`config.mk`:
```
export PLATFORM = sky130hd
export DESIGN_NAME = residue_mod
export DESIGN_NICKNAME = d
export VERILOG_FILES = /design/src/rtl/residue_mod.sv
export SDC_FILE = /design/constraint.sdc
export NUM_CORES = 1
export LEC_CHECK = 0
export CAP_MARGIN = 20
export CORE_MARGIN = 8
export CORE_UTILIZATION = 53
export DETAILED_ROUTE_END_ITERATION = 7
export PLACE_DENSITY = 0.82
export SETUP_SLACK_MARGIN = 0.2
export SLEW_MARGIN = 15
export SYNTH_ARGS = -nofsm -noshare
export SYNTH_HDL_FRONTEND = slang
export SYNTH_SLANG_ARGS = --single-unit
```
`constraint.sdc`:
```
create_clock -name vclk -period 11.7
set_clock_uncertainty 0.2 [all_clocks]
set_input_delay 1.17 -clock vclk [all_inputs]
set_output_delay 1.17 -clock vclk [all_outputs]
set_load 0.03 [all_outputs]
```
`src/rtl/residue_mod.sv`:
```
// residue_mod
//   Combinational residue x mod M (M = 3 or 7) using 2-bit digit folding:
//   each 2-bit digit is weighted by 4^k mod M and the weighted digits are
//   summed, leaving only a small final modulo.
//   Ports:
//     x_i [W-1:0] : value to reduce (W a multiple of 2)
//     r_o [2:0]   : residue
module residue_mod #(
    parameter int unsigned W = 64,
    parameter int unsigned M = 3
) (
    input  logic [W-1:0] x_i,
    output logic [2:0]   r_o
);

    // Each digit contributes at most 3 * (M-1) <= 18.
    localparam int unsigned SW = $clog2((W / 2) * 18 + 1);

    logic [SW-1:0] acc;

    always_comb begin
        int unsigned wt;
        acc = '0;
        wt  = 1;
        for (int unsigned k = 0; k < W / 2; k++) begin
            acc = acc + SW'(x_i[2*k +: 2]) * SW'(wt);
            wt  = (wt * 4) % M;
        end
    end

    assign r_o = 3'(acc % SW'(M));

endmodule

```
## Yosys cells after proc, flatten, opt, wreduce, memory -nomap -nowiden

Cells that the tools add are included.

| storage, ports and cells | value |
|---|---|
| register bits | 0 |
| input bits | 64 |
| output and inout bits | 3 |
| word-level logic and storage cells | 32 |

| cells by class | value |
|---|---|
| $add $sub $neg | 31 |
| div/mod/pow operators | 1 |

Operators by type and width:

| operator | number |
|---|---|
| adder 10 x 2 -> 10 bit | 23 |
| adder 9 x 2 -> 10 bit | 1 |
| modulo 10 x 2 -> 10 bit (second input constant) | 1 |
| adder 8 x 2 -> 9 bit | 1 |
| adder 7 x 2 -> 8 bit | 1 |
| adder 6 x 2 -> 7 bit | 1 |
| adder 5 x 2 -> 6 bit | 1 |
| adder 4 x 2 -> 5 bit | 1 |
| adder 3 x 2 -> 4 bit | 1 |
| adder 2 x 2 -> 3 bit | 1 |

## Depth between registers and ports, before layout

| depth | value |
|---|---|
| word-level depth | 32 |
| mapped depth | 32 |
| gate-level depth less buffers | 31 |

## Worst setup path before layout

OpenSTA, ideal clock, no wires.

| timing | value |
|---|---|
| path type | input to output |
| from | input port x_i[1] |
| to | output port r_o[0] |
| arrival | 8,710 ps |
| data required time | 10,330 ps |
| path slack | 1,620 ps |
| stages on the path | 29 |
| path buffers | 1 |
| cell sequence | inv_1 > fa_1 > inv_1 > fa_1 > fa_1 > fa_1 > fa_1 > fa_1 > inv_1 > fa_1 > inv_1 > ha_1 > inv_1 > fa_1 > buf_4 > nand2b_1 > a21oi_2 > o22ai_1 > a211o_1 > a32oi_4 > nand2b_1 > nand2_1 > ha_1 > or3_1 > a21oi_1 > a211oi_1 > ha_1 > nand4b_2 > xor2_1 |

| between the ends | value |
|---|---|
| word-level cells in the longest chain between the ends | 32 |

RTL lines:

| element | RTL line | source |
|---|---|---|
| start, declared | 12 | `input logic [W-1:0] x_i,` |
| adder 2 x 2 -> 3 bit | 26 | `acc = acc + SW'(x_i[2*k +: 2]) * SW'(wt);` |
| adder 3 x 2 -> 4 bit | 26 |  |
| adder 4 x 2 -> 5 bit | 26 |  |
| adder 5 x 2 -> 6 bit | 26 |  |
| adder 6 x 2 -> 7 bit | 26 |  |
| adder 7 x 2 -> 8 bit | 26 |  |
| adder 8 x 2 -> 9 bit | 26 |  |
| adder 9 x 2 -> 10 bit | 26 |  |
| adder 10 x 2 -> 10 bit (23 in series) | 26 |  |
| modulo 10 x 2 -> 10 bit | 31 | `assign r_o = 3'(acc % SW'(M));` |
| end, declared | 13 | `output logic [2:0] r_o` |

No other way between the ends.

## Worst setup path in the final report

| timing | value |
|---|---|
| from | input port x_i[1] |
| to | output port r_o[1] |

Same word-level chain as after synthesis.

==> run summary <==
Outcome - completed
Top post-synthesis cells by area - fa_1 (45%), inv_1 (14%), ha_1 (7.1%)
Crit path required time - 10.33 ns
Routed WL - 5926 um
Via Count - 2148
Design Area, Final - 3381 sq um
Area Growth Syn to Fin - 27.57%
Die area - 7519 sq um
Starting Density - 55.37%
CP max stage cell - fa_1
Cell family with most CP delay - adder cells
CP Buf/Inv Count - 7
I/O Buffers - 67
Antenna diodes - 0
Clock buffer cells - 0
Core box area - 4786 sq um
Final Hold Fails - 0
Stages on the worst setup path - 30
Pre-CTS setup slack - 0.2257 ns
Tightest Pin Transition - 0.5934 ns
Post-layout util - 70.64%
Maximum fanout along the worst path - 11
GR Overflow Total - 0
# DRC - 0
Worst setup margin - 0.6759 ns
Site row count - 25
DRT iter0 DRCs - 99
CP max stage delay - 0.55 ns
Share of layout cells above drive strength 1 - 6.897%
Syn. warnings - 0
Crit end category - output pin
Worst Hold Path EP - r_o[0]
Synth cell types - 58
WL/cell - 14.28 um
Post-Syn Instances - 287
Setup violators final - 0
Crit Path Class - in2out
Global-route wire length before repair - 10490 um
Max-slew violation count - 0
Post-route setup TNS - 0 ns
HPWL Detailed - 5440 um
Register area share after synthesis - 0%
Top cell type's share of synthesized area - 45.33%
Hold Path Depth - 4
Router iterations before antenna repair - 4
Filler Cell Count - 369
Syn_area_per_cell - 9.234 sq um
Seq_cells - 0
HP Class - in2out
Startpoint Class - input port
Register area - 0 sq um
GPL Wtd Cong - 0.9295
Final ANT Viol Nets - 0
Number of global-route vias before repair - 2485
MaxCap Viol Count - 0
Fmax - 90.71 MHz
Most common cell on crit path - fa_1
Tot GR Track Use - 16.84%
Cell Area, Synth - 2650 sq um
Pin count of the biggest net entering global routing - 14
Post-Syn Nets - 426
Post-DP Area - 3351 sq um
Hold_buf cts - 0
RSZ-0062 raised after global routing - no
Fin nets - 489
Initial antenna violation count - 0
Rel. slew slack - 60.44%
Multi-input logic area - 2240 sq um
HP Start - x_i[8]
Vert. Die Dim - 86.71 um
Die width - 86.71 um
Area leader, netlist - fa_1
IO Count - 67
Vias per cell - 5.176
Critical path arrival - 9.65 ns
Tcrit/Tclk final - 94.22%
Min Tclk post-route - 11.02 ns
[worst max path at each step]
stage | slack [ns] | endpoint | startpoint
CTS | 0.34 | r_o[1] | x_i[1]
global placement | 0.44 | r_o[1] | x_i[1]
finish | 0.68 | r_o[1] | x_i[1]
global route | 0.25 | r_o[1] | x_i[1]
detailed placement | 0.23 | r_o[1] | x_i[1]
floorplan | 1.62 | r_o[0] | x_i[1]
[cells by family (layout without fill, tap and decap cells)]
kind of cell	count (synthesis)	after routing	share of synthesized area [%]
AOI/OAI and AO/OA	44	44	15.72
xor gates and xnor gates	8	8	2.928
adders and majority gates	75	75	52.41
buffers and inverters	106	167	16.05
muxes	3	3	1.652
and+or+nand+nor	51	51	11.24
[cell usage in the layout, fill, tap and decap left out, types with 4 or more instances in the layout]
cell type / netlist / layout
clkdlybuf4s50_1: 0 / 64
ha_1: 15 / 15
a211o_1: 4 / 4
a21oi_1: 4 / 4
nor2_1: 8 / 8
nor3_1: 4 / 4
inv_1: 99 / 99
nand2_1: 13 / 13
xnor2_1: 6 / 5
fa_1: 60 / 59
o21ai_0: 4 / 4
nand2b_1: 4 / 4
[Yosys cell counts, types with 4 or more instances]
cell and n:
nand2_1 13, a21oi_1 4, xnor2_1 6, nor2_1 8, fa_1 60, nor3_1 4, ha_1 15, inv_1 99
nand2b_1 4, o21ai_0 4, a211o_1 4
[routing by layer]
| metal | vias to the layer above | share of wire [%] | wire length, um | global-route usage (%) |
|---|---|---|---|---|
| met5 | - | 0 | 0 | 0 |
| li1 | 1013 | - | - | - |
| met2 | 65 | 57 | 3400 | 34.38 |
| met4 | 0 | 1.9 | 113 | 2.817 |
| met1 | 1062 | 36 | 2143 | 18.24 |
| met3 | 8 | 4.5 | 269 | 1.229 |
[what timing repair did]
| action | 4_1_cts | 5_1_grt |
|---|---|---|
| setup buffers | 0 | 1 |
| setup endpoints to repair | 1 | 3 |
| resized for setup | 1 | 5 |
| pin swaps | 0 | 1 |
[layout make-up]
cell class	instances	area share, %
multi-input combinational	181	66.25
timing repair buffer	68	20.28
inverter	99	10.99
tap	67	2.480
[metrics by stage]
step / cells / hold WS [ns]
CTS: 414 / 3.496
finish: 415 / 3.132
global placement: 414 / 3.467
detailed placement: 414 / 3.492
floorplan: 287 / 2.512
global route: 415 / 3.194
Power is left out: the tool's default activity adds up to more than one toggle a clock period on the data nets, which glitch-free logic cannot reach.
